[src/rtl/lsu_axi.sv]
// Load/store unit bridging the in-order pipeline to AXI-lite data memory.
// Non-memory ops pass straight through; loads and stores latch the request,
// run one AXI-lite transaction and present the result in DONE until it is taken.
module lsu_axi (
  input  logic        clk,
  input  logic        rst,
  input  logic        prev_valid,
  output logic        this_ready,
  output logic        this_valid,
  input  logic        next_ready,
  input  logic        req,
  input  logic        wen,
  input  logic [2:0]  funct3,
  input  logic [31:0] addr,
  input  logic [31:0] wdata,
  output logic [31:0] rdata,
  output logic        access_err,
  output logic [31:0] araddr,
  output logic        arvalid,
  input  logic        arready,
  input  logic [31:0] rdata_axi,
  input  logic [1:0]  rresp,
  input  logic        rvalid,
  output logic        rready,
  output logic [31:0] awaddr,
  output logic        awvalid,
  input  logic        awready,
  output logic [31:0] wdata_axi,
  output logic [3:0]  wstrb,
  output logic        wvalid,
  input  logic        wready,
  input  logic [1:0]  bresp,
  input  logic        bvalid,
  output logic        bready
);

  localparam logic [2:0] StIdle   = 3'd0;
  localparam logic [2:0] StRdAddr = 3'd1;
  localparam logic [2:0] StRdData = 3'd2;
  localparam logic [2:0] StWrReq  = 3'd3;
  localparam logic [2:0] StWrResp = 3'd4;
  localparam logic [2:0] StDone   = 3'd5;

  logic [2:0]  state_q, state_d;
  logic [31:0] addr_q;
  logic [2:0]  funct3_q;
  logic [31:0] wdata_q;
  logic [3:0]  wstrb_q;
  logic        aw_done_q, aw_done_d;
  logic        w_done_q, w_done_d;
  logic [31:0] rdata_q;
  logic        err_q;

  logic [31:0] st_data;
  logic [3:0]  st_strb;
  logic [7:0]  ld_byte;
  logic [15:0] ld_half;
  logic [31:0] ld_data;
  logic        accept_mem;

  assign accept_mem = (state_q == StIdle) && prev_valid && req;

  // Store lane placement: data replicated across lanes, strobe selects the target.
  always_comb begin
    st_data = wdata;
    st_strb = 4'b1111;
    case (funct3)
      3'b000: begin
        st_data = {4{wdata[7:0]}};
        st_strb = 4'b0001 << addr[1:0];
      end
      3'b001: begin
        st_data = {2{wdata[15:0]}};
        st_strb = 4'b0011 << {addr[1], 1'b0};
      end
      default: ;
    endcase
  end

  // Load lane extraction and sign/zero extension from the latched request.
  always_comb begin
    case (addr_q[1:0])
      2'd0:    ld_byte = rdata_axi[7:0];
      2'd1:    ld_byte = rdata_axi[15:8];
      2'd2:    ld_byte = rdata_axi[23:16];
      default: ld_byte = rdata_axi[31:24];
    endcase
    ld_half = addr_q[1] ? rdata_axi[31:16] : rdata_axi[15:0];
    case (funct3_q)
      3'b000:  ld_data = {{24{ld_byte[7]}}, ld_byte};
      3'b100:  ld_data = {24'h0, ld_byte};
      3'b001:  ld_data = {{16{ld_half[15]}}, ld_half};
      3'b101:  ld_data = {16'h0, ld_half};
      default: ld_data = rdata_axi;
    endcase
  end

  // Next-state logic; write-accept flags accumulate until both channels are done.
  always_comb begin
    state_d   = state_q;
    aw_done_d = aw_done_q | (awvalid & awready);
    w_done_d  = w_done_q | (wvalid & wready);
    case (state_q)
      StIdle: begin
        if (prev_valid && req) state_d = wen ? StWrReq : StRdAddr;
      end
      StRdAddr: begin
        if (arready) state_d = StRdData;
      end
      StRdData: begin
        if (rvalid) state_d = StDone;
      end
      StWrReq: begin
        if (aw_done_d && w_done_d) begin
          state_d   = StWrResp;
          aw_done_d = 1'b0;
          w_done_d  = 1'b0;
        end
      end
      StWrResp: begin
        if (bvalid) state_d = StDone;
      end
      StDone: begin
        if (next_ready) state_d = StIdle;
      end
      default: state_d = StIdle;
    endcase
  end

  // State, request latches and result registers.
  always_ff @(posedge clk) begin
    if (rst) begin
      state_q   <= StIdle;
      addr_q    <= 32'h0;
      funct3_q  <= 3'h0;
      wdata_q   <= 32'h0;
      wstrb_q   <= 4'h0;
      aw_done_q <= 1'b0;
      w_done_q  <= 1'b0;
      rdata_q   <= 32'h0;
      err_q     <= 1'b0;
    end else begin
      state_q   <= state_d;
      aw_done_q <= aw_done_d;
      w_done_q  <= w_done_d;
      if (accept_mem) begin
        addr_q   <= addr;
        funct3_q <= funct3;
        wdata_q  <= st_data;
        wstrb_q  <= st_strb;
      end
      if (state_q == StRdData && rvalid) begin
        rdata_q <= (rresp != 2'b00) ? 32'h0 : ld_data;
        err_q   <= (rresp != 2'b00);
      end
      if (state_q == StWrResp && bvalid) begin
        rdata_q <= 32'h0;
        err_q   <= (bresp != 2'b00);
      end
    end
  end

  // AXI valids are pure state decodes so they never follow a ready combinationally.
  assign araddr    = {addr_q[31:2], 2'b00};
  assign arvalid   = (state_q == StRdAddr);
  assign rready    = (state_q == StRdData);
  assign awaddr    = {addr_q[31:2], 2'b00};
  assign awvalid   = (state_q == StWrReq) && !aw_done_q;
  assign wvalid    = (state_q == StWrReq) && !w_done_q;
  assign wdata_axi = wdata_q;
  assign wstrb     = wstrb_q;
  assign bready    = (state_q == StWrResp);

  assign this_valid = ((state_q == StIdle) && prev_valid && !req) || (state_q == StDone);
  assign this_ready = this_valid && next_ready;
  assign rdata      = (state_q == StDone) ? rdata_q : 32'h0;
  assign access_err = (state_q == StDone) ? err_q : 1'b0;

endmodule

[config.mk]
export PLATFORM = sky130hd
export DESIGN_NAME = lsu_axi
export DESIGN_NICKNAME = d
export VERILOG_FILES = /design/src/rtl/lsu_axi.sv
export SDC_FILE = /design/constraint.sdc
export NUM_CORES = 1
export LEC_CHECK = 0
export ABC_AREA = 1
export BUFFER_PORTS_ARGS = -buffer_cell sky130_fd_sc_hd__buf_2
export CAP_MARGIN = 20
export CELL_PAD_IN_SITES_DETAIL_PLACEMENT = 1
export CELL_PAD_IN_SITES_GLOBAL_PLACEMENT = 2
export CORE_AREA = 5 5 157 159
export CTS_CLUSTER_SIZE = 20
export DETAILED_ROUTE_END_ITERATION = 8
export DIE_AREA = 0 0 162 164
export PLACE_DENSITY = 0.87
export REMOVE_ABC_BUFFERS = 1
export SYNTH_ARGS = -nofsm -noshare
export SYNTH_HDL_FRONTEND = slang
export SYNTH_SLANG_ARGS = --single-unit
[constraint.sdc]
create_clock -name clk -period 2.7 [get_ports clk]
set_input_delay 0.405 -clock clk [delete_from_list [all_inputs] [get_ports clk]]
set_output_delay 0.405 -clock clk [all_outputs]
set_load 0.005 [all_outputs]
Yosys cells after proc, flatten, opt, wreduce, memory -nomap -nowiden --
Index checks and enable logic that the tools add are counted.
Storage, ports and cells: bits in registers 109, word-level logic and storage cells 77
Cells by class: bitwise operators 4, multiplexer cells 22, reduce and logical (&&, ||, !) cells 23, equal/unequal tests 17, shift operators 2
Operators with widths (number):
- $pmux 32 s4 | 1
- $mux 32 | 2
- $pmux 32 s2 | 1
- $pmux 8 s3 | 1
- $mux 3 | 6
- $pmux 3 s6 | 1
- $mux 16 | 1
- $eq 3x3->1 const B | 4
- $logic_and 1x1->1 | 10
- $eq 3x1->1 const B | 3
- $logic_not 3->1 | 3
- $ne 2x2->1 const B | 4
- $pmux 4 s2 | 1
- $mux 1 | 7
- $eq 3x2->1 const B | 2
- $reduce_and 6->1 | 1
- $reduce_bool 2->1 | 3
- $ne 2x1->1 const B | 2
- $shl 1x2->4 const A | 1
- $shl 2x2->4 const A | 1
- $logic_not 1->1 | 3
- $and 1x1->1 | 2
- $eq 2x1->1 const B | 1
- $eq 2x2->1 const B | 1
- other kinds (5) | 6

Depth between registers and ports, before layout --
Gate-level depths: netlist (run 1).
word-level depth 7, depth in mapped cells 10, mapped depth without buffers 10

Least setup slack after synthesis (run 1) --
No wires, ideal clock.
path kind reg-to-output, start point register state_q[1], end point output port this_valid, arrival time 1.024 ns, stages on the path, launching flop included 6, path buffers 2, slack 1.271 ns, required time 2.295 ns, cell sequence dfxtp_1 -> buf_4 -> inv_1 -> nand3_2 -> clkbuf_1 -> nand2_1
Between the ends: longest elaborated chain between the ends 4
RTL lines:
- start, declared | line 44 | logic [2:0] state_q, state_d;
- start signal, assigned | line 133 | state_q <= StIdle;
- start signal, assigned | line 143 | state_q <= state_d;
- $logic_not 3->1 | line 174 | assign this_valid = ((state_q == StIdle) && prev_valid && !req) || (state_q == StDone);
- $logic_and 1x1->1 (2 in series) | line 174
- $logic_or 1x1->1 * | line 174
- end, declared | line 9 | output logic this_valid,
Mark *: on every way between the ends. The rest lies on a longest branch, timed or not.

Final worst setup path (run 1) --
start point register state_q[1], end point output port rdata[13]
Between the ends: longest elaborated chain between the ends 2
RTL lines:
- $eq 3x3->1 | line 176 | assign rdata = (state_q == StDone) ? rdata_q : 32'h0;
- $mux 32 | line 176
- end, declared | line 16 | output logic [31:0] rdata,
No other way between the ends.

==> results.sh, run 1 <==
export IMPL_grt_antenna_before_repair=4
export IMPL_synth_top_area_frac=0.3702
export IMPL_finalHoldViolCount=0
export IMPL_overflow=0
export IMPL_wl_met2_mm=9.568
export IMPL_regToRegStartpoint="state_q[0]"
export IMPL_synth_most_common_cell="nand2_1"
export IMPL_drt_wirelength_per_cell_um=15.62
export IMPL_syn_area_mm2=0.005894
export IMPL_dp_cells=1331
export IMPL_async_reset_ff_frac=0
export IMPL_core_area_mm2=0.02312
export IMPL_power_leakage_nw=3.658
export IMPL_top_layer_used="met5"
export IMPL_layout_drive_gt1_share=0.2923
export IMPL_ctsHoldBuffers=0
export IMPL_worstSetupEndpointType="output port"
export IMPL_fmax_mhz=447.9
export IMPL_clkSinkCount=109
export IMPL_ir_drop_mv=0.3127
export IMPL_dieHeight_um=164
export IMPL_routabilityCongestion=0.7793
export IMPL_die_w_um=162
export IMPL_hpwl_mm=15.97
export IMPL_drtIter0Drc=169
export IMPL_regArea_mm2=0.002182
export IMPL_design_portCount=254
export IMPL_final_setup_tns_ns=0
export IMPL_cts_tree="built"
export IMPL_synthTopCellsByArea="dfxtp_1 (37%), nand2_1 (15%), buf_4 (9.2%)"
export IMPL_tightest_slew_ns=0.7364
export IMPL_finalMaxSlewViolations=0
export IMPL_grt_max_degree=61
export IMPL_routed_via_density=4.441
export IMPL_rsz0062_at_grt="no"
export IMPL_h_tree_depth=3
export IMPL_cp_max_fo=29
export IMPL_clk_latency_ns=0.37
export IMPL_syn2layout_area_growth_pct=21.80
export IMPL_synthFlopType="dfxtp_1"
export IMPL_nets=1166
export IMPL_fillers=3042
export IMPL_whs_ns=0.2516
export IMPL_netlist_instances=888
export IMPL_ys_types=35
export IMPL_cp_cell_sequence="inv_1, nand3_4, buf_4, nor2_1, buf_2"
export IMPL_initial_utilization=0.2549
export IMPL_synth_edf_count=0
export IMPL_drt_pass1_iter_count=4
export IMPL_hold_path_class="in2reg"
export IMPL_hold_path_end="addr_q[14]"
export IMPL_cts_buffers=9
export IMPL_path_class="reg2out"
export IMPL_synth_largest_area_cell="dfxtp_1"
export IMPL_maxCapViolations=0
export IMPL_grt_pass1_vias=6183
export IMPL_fin_skew_ns=0.01267
export IMPL_rows=56
export IMPL_drc=0
export IMPL_multi_input_area_mm2=0.002628
export IMPL_grt_pass1_wl_mm=32.70
export IMPL_antenna_cells=0
export IMPL_rr_worst_depth=7
export IMPL_slew_headroom=0.5073
export IMPL_cp_arrival_ns=1.83
export IMPL_wl_met1_mm=9.097
export IMPL_min_path_cells=3
export IMPL_die_area_mm2=0.02657
export IMPL_worst_path_max_delay_cell="dfxtp_1"
export IMPL_power_density_mw_per_mm2=711.2
export IMPL_portBuffers=249
export IMPL_finalCriticalPeriod_ns=2.232
export IMPL_finalSetupViolations=0
export IMPL_r2r_end="wdata_axi[25]"
export IMPL_clock_root_buffer="clkbuf_16"
export IMPL_status="finished clean"
export IMPL_routed_wl_met3_mm=2.011
export IMPL_yosysWarnings=0
export IMPL_synth_common_cells="nand2_1 (233), nor2_1 (141), dfxtp_1 (109)"
export IMPL_fin_crit_sh=0.8268
export IMPL_ys_seq_area_frac=0.3702
export IMPL_fin_cells=1347
export IMPL_startpoint_type="flop"
export IMPL_syn_avg_cell_area_um2=6.638
export IMPL_cp_slowest_stage_delay_ns=0.59
export IMPL_grtUsageTotal=0.1547
export IMPL_worstPathRequired_ns=2.30
export IMPL_hp_start="addr[14]"
export IMPL_num_vias=5982
export IMPL_ant_nets=0
export IMPL_reg2reg_slack_ns=0.69
export IMPL_clk_pin_slew_ns=0.09
export IMPL_synth_seq_cells=109
export IMPL_clockBufferDepth=2
export IMPL_wl_mm=21.04
==> cell families after synthesis <==
kind of cell | share of synthesized area
AND/OR/NAND/NOR | 0.3061
buffers and inverters | 0.1887
AO/OA/AOI/OAI | 0.1344
flip-flops | 0.3702
other | 0.0006362
==> power breakdown <==
part | leakage, nW | switching [W] | internal (W) | total [W]
Sequential | 0.887 | 0.000188 | 0.00184 | 0.00203
Combinational | 2.61 | 0.00102 | 0.000587 | 0.00160
Clock | 0.158 | 0.000722 | 0.000755 | 0.00148
Total | 3.66 | 0.00193 | 0.00318 | 0.00511
==> state kept, by name (all words and copies together), names as in the netlist <==
signal     flops
err_q          1
rdata_q       32
addr_q        32
state_q        3
wstrb          4
w_done_q       1
aw_done_q      1
wdata_axi     32
funct3_q       3
==> timing repair <==
item                       4_1_cts  5_1_grt
setup endpoints to repair        0        2
gates resized for setup          0        1
buffers inserted                 0        0
==> area by class of cell <==
class / instances / area share
multi-input combinational: 581 / 0.3660
clock inverter: 7 / 0.01394
inverter: 94 / 0.05054
tap: 290 / 0.05054
sequential: 109 / 0.3039
timing repair buffer: 257 / 0.1837
clock buffer: 9 / 0.03137
==> cells in the final DEF (no fill, tap or decap), types with 3 or more instances in the layout <==
cell type / count
a21oi_1: 60
a21oi_2: 11
a31oi_1: 8
buf_2: 249
buf_4: 7
clkbuf_16: 9
conb_1: 4
dfxtp_1: 109
inv_1: 86
inv_6: 3
nand2_1: 233
nand2_4: 3
nand3_1: 34
nand4_1: 3
nor2_1: 141
nor2_4: 5
o211ai_1: 5
o21ai_0: 60
==> worst max-delay path by stage <==
stage                     from            end  slack [ns]  cells after the start
global route        state_q[0]      rdata[14]        0.27                      4
detailed placement  state_q[0]      rdata[14]        0.56                      4
floorplan           state_q[0]  wdata_axi[16]        0.14                      7
global placement    state_q[0]      rdata[12]        0.59                      4
CTS                 state_q[0]      rdata[13]        0.17                      4
finish              state_q[1]      rdata[13]        0.47                      5
==> routing by layer <==
metal,vias up,GRT usage
met2,196,0.2559
met1,2738,0.1867
li1,3016,-
met3,24,0.06123
met4,8,0.04537
met5,-,0
==> stage by stage <==
step           total power (W)  cell area, µm²  setup slack, ns  utilization
2_1_floorplan         0.002919            5156           0.1401            -
3_3_place_gp          0.003670            6847           0.5876       0.2961
3_5_place_dp          0.003696            6847           0.5639       0.2961
4_1_cts               0.005207            7172           0.1673       0.3102
5_1_grt               0.005470            7179           0.2689       0.3105
6_report              0.005106            7179           0.4676       0.3105
==> worst max-delay path: cells and delay by family, from the launching register on <==
kind | cells | cell delay (ns)
buffers and inverters | 3 | 0.54
DFF | 1 | 0.59
and+or+nand+nor | 2 | 0.33
Note: power is estimated with default switching activity, not from simulation.
==> run 2: changes to the inputs <==
--- a/config.mk
+++ b/config.mk
@@ -10,11 +10,11 @@
 export CAP_MARGIN = 20
 export CELL_PAD_IN_SITES_DETAIL_PLACEMENT = 1
 export CELL_PAD_IN_SITES_GLOBAL_PLACEMENT = 2
-export CORE_AREA = 5 5 157 159
+export CORE_AREA = 5 5 163 165
 export CTS_CLUSTER_SIZE = 20
 export DETAILED_ROUTE_END_ITERATION = 8
-export DIE_AREA = 0 0 162 164
-export PLACE_DENSITY = 0.87
+export DIE_AREA = 0 0 168 170
+export PLACE_DENSITY = 0.82
 export REMOVE_ABC_BUFFERS = 1
 export SYNTH_ARGS = -nofsm -noshare
 export SYNTH_HDL_FRONTEND = slang
==> constraint.sdc (replaced) <==
create_clock -name clk -period 2.2 [get_ports clk]
set_input_delay 0.33 -clock clk [delete_from_list [all_inputs] [get_ports clk]]
set_output_delay 0.33 -clock clk [all_outputs]
set_load 0.005 [all_outputs]
==> results.sh, run 2 (synthesized netlist as in run 1, its figures left out) <==
export IMPL_layout_drive_gt1_share=0.2967
export IMPL_finalSetupViolations=0
export IMPL_power_density_mw_per_mm2=853.5
export IMPL_cp_arrival_ns=1.70
export IMPL_grt_max_degree=33
export IMPL_clock_root_buffer="clkbuf_16"
export IMPL_clk_latency_ns=0.36
export IMPL_clkSinkCount=109
export IMPL_pre_cts_ws_ns=0.3616
export IMPL_final_cell_mix="buf_2 (249), nand2_1 (233), nor2_1 (141)"
export IMPL_cts_resized=0
export IMPL_cts_buffers=9
export IMPL_drt_wirelength_per_cell_um=15.75
export IMPL_hold_path_class="in2reg"
export IMPL_finalCriticalPeriod_ns=2.025
export IMPL_routabilityCongestion=0.7959
export IMPL_worst_slack_ns=0.1749
export IMPL_rsz0062_at_grt="no"
export IMPL_path_class="reg2out"
export IMPL_drt_pass1_iter_count=4
export IMPL_die_area_mm2=0.02856
export IMPL_maxCapViolations=0
export IMPL_cp_max_fo=8
export IMPL_ir_drop_mv=0.3116
export IMPL_hpwl_mm=17.13
export IMPL_antenna_cells=0
export IMPL_routed_via_density=4.316
export IMPL_power_total_w=0.006199
export IMPL_rows=58
export IMPL_overflow=0
export IMPL_syn2layout_area_growth_pct=23.22
export IMPL_grtUsageTotal=0.1487
export IMPL_grt_pass1_wl_mm=34.43
export IMPL_nets=1174
export IMPL_worstSetupEndpointType="output port"
export IMPL_finalHoldViolCount=0
export IMPL_grt_pass1_vias=6367
export IMPL_status="finished clean"
export IMPL_clockBufferDepth=2
export IMPL_h_tree_depth=3
export IMPL_fin_skew_ns=0.01618
export IMPL_layout_commonest_cell="buf_2"
export IMPL_worstPathRequired_ns=1.87
export IMPL_dieHeight_um=170
export IMPL_cts_tree="built"
export IMPL_finalMaxSlewViolations=0
export IMPL_design_portCount=254
export IMPL_wl_mm=21.98
export IMPL_drc=0
export IMPL_fmax_mhz=493.8
export IMPL_startpoint_type="flop"
export IMPL_fin_crit_sh=0.9205
export IMPL_num_vias=6021
export IMPL_core_area_mm2=0.02489
export IMPL_clk_pin_slew_ns=0.08
export IMPL_portBuffers=249
export IMPL_finish_utilization=0.2918
export IMPL_post_cts_setup_buffer_count=0
export IMPL_drtIter0Drc=208
export IMPL_initial_utilization=0.2368
export IMPL_die_w_um=168
export IMPL_power_leakage_nw=3.685
export IMPL_ant_nets=0
export IMPL_ctsHoldBuffers=0
export IMPL_grt_antenna_before_repair=3
[run 2: changes by cell type in the layout (fill, tap and decap cells not counted), sizes merged]
cell / delta
inv: -3
clkbuf: +1
buf: +8
clkinv: +3
bufinv: -1
[run 2: critical path, cell delays in order (launching register included)]
cell     delay, ns
dfxtp_1       0.57
inv_1         0.14
nor2_1        0.25
nand2_1       0.14
nor2_1        0.11
buf_2         0.12
[run 2: path summary, 6_finish.rpt]
check | from | end | slack (ns) | depth (start not counted)
max | state_q[1] | awvalid | 0.17 | 5
min | addr[22] | addr_q[22] | 0.19 | 3
max reg2reg | state_q[0] | wstrb[3] | 0.37 | 6
min reg2reg | wdata_axi[5] | wdata_axi[5] | 0.46 | 2
[run 2: final cells by class]
class | count | area, µm²
tap | 330 | 412.9
inverter | 94 | 362.8
clock inverter | 6 | 67.56
clock buffer | 10 | 239.0
fill | 3240 | 17630
multi-input combinational | 581 | 2620
timing repair buffer | 265 | 1379
sequential | 109 | 2182
[run 2: routing by layer]
metal / vias up / share of wire / global-route usage
met5: - / 0.0015 / 0
met4: 6 / 0.013 / 0.02717
met3: 25 / 0.093 / 0.06434
met2: 208 / 0.46 / 0.2533
met1: 2750 / 0.43 / 0.1767
li1: 3032 / - / -
[run 2: per-stage QoR]
| step | hold WS, ns | instances | TNS [ns] | cell area (µm²) |
|---|---|---|---|---|
| finish | 0.1920 | 1395 | 0 | 7263 |
| global placement | 0.4494 | 1379 | 0 | 6957 |
| detailed placement | 0.4536 | 1379 | 0 | 6957 |
| global route | 0.1798 | 1395 | 0 | 7263 |
| CTS | 0.1707 | 1395 | 0 | 7263 |
| floorplan | 0.3991 | 784 | -5.359 | 5156 |
[run 2: power by group]
group          leakage, nW  internal, W  switching (W)  total (W)
Sequential           0.887      0.00226       0.000228    0.00248
Clock                0.149     0.000835       0.000863    0.00170
Combinational         2.65     0.000739        0.00128    0.00202
==> run 3: changes to the inputs <==
--- a/config.mk
+++ b/config.mk
@@ -15,6 +15,7 @@
 export DETAILED_ROUTE_END_ITERATION = 8
 export DIE_AREA = 0 0 168 170
 export PLACE_DENSITY = 0.82
+export RECOVER_POWER = 25
 export REMOVE_ABC_BUFFERS = 1
 export SYNTH_ARGS = -nofsm -noshare
 export SYNTH_HDL_FRONTEND = slang
==> results.sh, run 3 (synthesized netlist as in run 1, its figures left out) <==
export IMPL_fillers=3254
export IMPL_cp_max_fo=8
export IMPL_finish_utilization=0.2894
export IMPL_grt_max_degree=33
export IMPL_grt_antenna_before_repair=3
export IMPL_startpoint_type="flop"
export IMPL_rr_worst_depth=6
export IMPL_syn2layout_area_growth_pct=22.22
export IMPL_die_w_um=168
export IMPL_num_vias=6018
export IMPL_dieHeight_um=170
export IMPL_rows=58
export IMPL_final_cell_mix="nand2_1 (233), buf_2 (202), nor2_1 (141)"
export IMPL_routed_via_density=4.314
export IMPL_crit_family="flip-flops"
export IMPL_wl_mm=21.97
export IMPL_fin_cells=1395
export IMPL_finalHoldViolCount=0
export IMPL_cp_cell_sequence="inv_1, nor2_1, nand2_1, nor2_1, buf_2"
export IMPL_finalMaxSlewViolations=0
export IMPL_drc=0
export IMPL_h_tree_depth=3
export IMPL_grtUsageTotal=0.1487
export IMPL_overflow=0
export IMPL_hold_path_class="in2reg"
export IMPL_power_density_mw_per_mm2=855.4
export IMPL_worstPathRequired_ns=1.87
export IMPL_path_class="reg2out"
export IMPL_routabilityCongestion=0.7959
export IMPL_portBuffers=249
export IMPL_hpwl_mm=17.13
export IMPL_regToRegStartpoint="state_q[0]"
export IMPL_post_cts_setup_buffer_count=0
export IMPL_reg2reg_slack_ns=0.37
export IMPL_clkSinkCount=109
export IMPL_fmax_mhz=491.4
export IMPL_clk_latency_ns=0.36
export IMPL_layout_commonest_cell="nand2_1"
export IMPL_worst_slack_ns=0.1650
export IMPL_cts_tree="built"
export IMPL_cts_buffers=9
export IMPL_status="finished clean"
export IMPL_ctsHoldBuffers=0
export IMPL_finalSetupViolations=0
export IMPL_final_setup_tns_ns=0
export IMPL_cp_num_buf_inv=2
export IMPL_design_portCount=254
export IMPL_finalCriticalPeriod_ns=2.035
export IMPL_ir_drop_mv=0.3112
export IMPL_cpMostUsedCell="nor2_1"
export IMPL_fin_crit_sh=0.9250
export IMPL_ant_nets=0
export IMPL_rsz0062_at_grt="no"
export IMPL_pre_cts_ws_ns=0.3616
export IMPL_power_leakage_nw=3.490
export IMPL_grt_pass1_wl_mm=34.43
export IMPL_maxCapViolations=0
export IMPL_worst_path_max_delay_cell="dfxtp_1"
export IMPL_drt_pass1_iter_count=4
export IMPL_dp_cells=1379
export IMPL_clock_root_buffer="clkbuf_16"
export IMPL_drtIter0Drc=199
export IMPL_worstSetupEndpointType="output port"
export IMPL_drt_wirelength_per_cell_um=15.75
export IMPL_die_area_mm2=0.02856
export IMPL_initial_utilization=0.2368
export IMPL_cp_arrival_ns=1.71
export IMPL_layout_drive_gt1_share=0.2526
export IMPL_critPathLaunch="state_q[1]"
export IMPL_nets=1174
export IMPL_grt_pass1_vias=6367
export IMPL_r2r_end="wstrb[3]"
export IMPL_cp_depth=5
export IMPL_clk_pin_slew_ns=0.08
export IMPL_cts_resized=0
export IMPL_core_area_mm2=0.02489
export IMPL_critPathCapture="awvalid"
export IMPL_antenna_cells=0
export IMPL_cp_slowest_stage_delay_ns=0.58
export IMPL_fin_skew_ns=0.01603
export IMPL_clockBufferDepth=2
[run 3: cell types whose count changed in the layout (fill, tap and decap cells not counted)]
| cell | previous run | this run |
|---|---|---|
| buf_2 | 249 | 202 |
| clkbuf_1 | 0 | 47 |
[run 3: how the worst min path moves through the flow]
stage / from / to / slack, ns / cells after the start
2_1_floorplan: rst / addr_q[1] / 0.40 / 1
3_3_place_gp: wdata_axi[21] / wdata_axi[21] / 0.45 / 2
3_5_place_dp: wdata_axi[7] / wdata_axi[7] / 0.45 / 2
4_1_cts: addr[31] / addr_q[31] / 0.17 / 3
5_1_grt: addr[16] / addr_q[16] / 0.18 / 3
6_report: addr[22] / addr_q[22] / 0.19 / 3
[run 3: routing by layer]
layer | up-vias | wire (µm) | GRT usage
met4 | 6 | 280 | 0.02717
li1 | 3032 | - | -
met2 | 206 | 10180 | 0.2533
met5 | - | 34 | 0
met3 | 25 | 2028 | 0.06434
met1 | 2749 | 9437 | 0.1767
[run 3: per-stage QoR]
stage	instance area, µm²	hold slack, ns	total power, W
2_1_floorplan	5156	0.3991	0.003582
3_3_place_gp	6957	0.4494	0.004554
3_5_place_dp	6957	0.4536	0.004586
4_1_cts	7263	0.1707	0.006331
5_1_grt	7204	0.1798	0.006632
6_report	7204	0.1922	0.006163
[run 3: final cells by class]
class,instances,area [µm²],share of cell area
clock buffers,10,239.0,0.03317
clock inverters,6,67.56,0.009378
inverters,94,362.8,0.05036
multi-input cells,581,2620,0.3637
flip-flops and latches,109,2182,0.3029
well taps,330,412.9,0.05731
repair buffers,265,1320,0.1832
[run 3: tightest hold or removal path, stage by stage]
cell    delay (ns)
buf_2         0.08
nor2_1        0.03
nor2_1        0.08
[run 3: report_power, final]
part | total [W] | internal [W] | switching [W]
clock | 0.00170 | 0.000835 | 0.000862
combinational | 0.00198 | 0.000701 | 0.00128
sequential | 0.00249 | 0.00226 | 0.000232
total | 0.00616 | 0.00379 | 0.00237
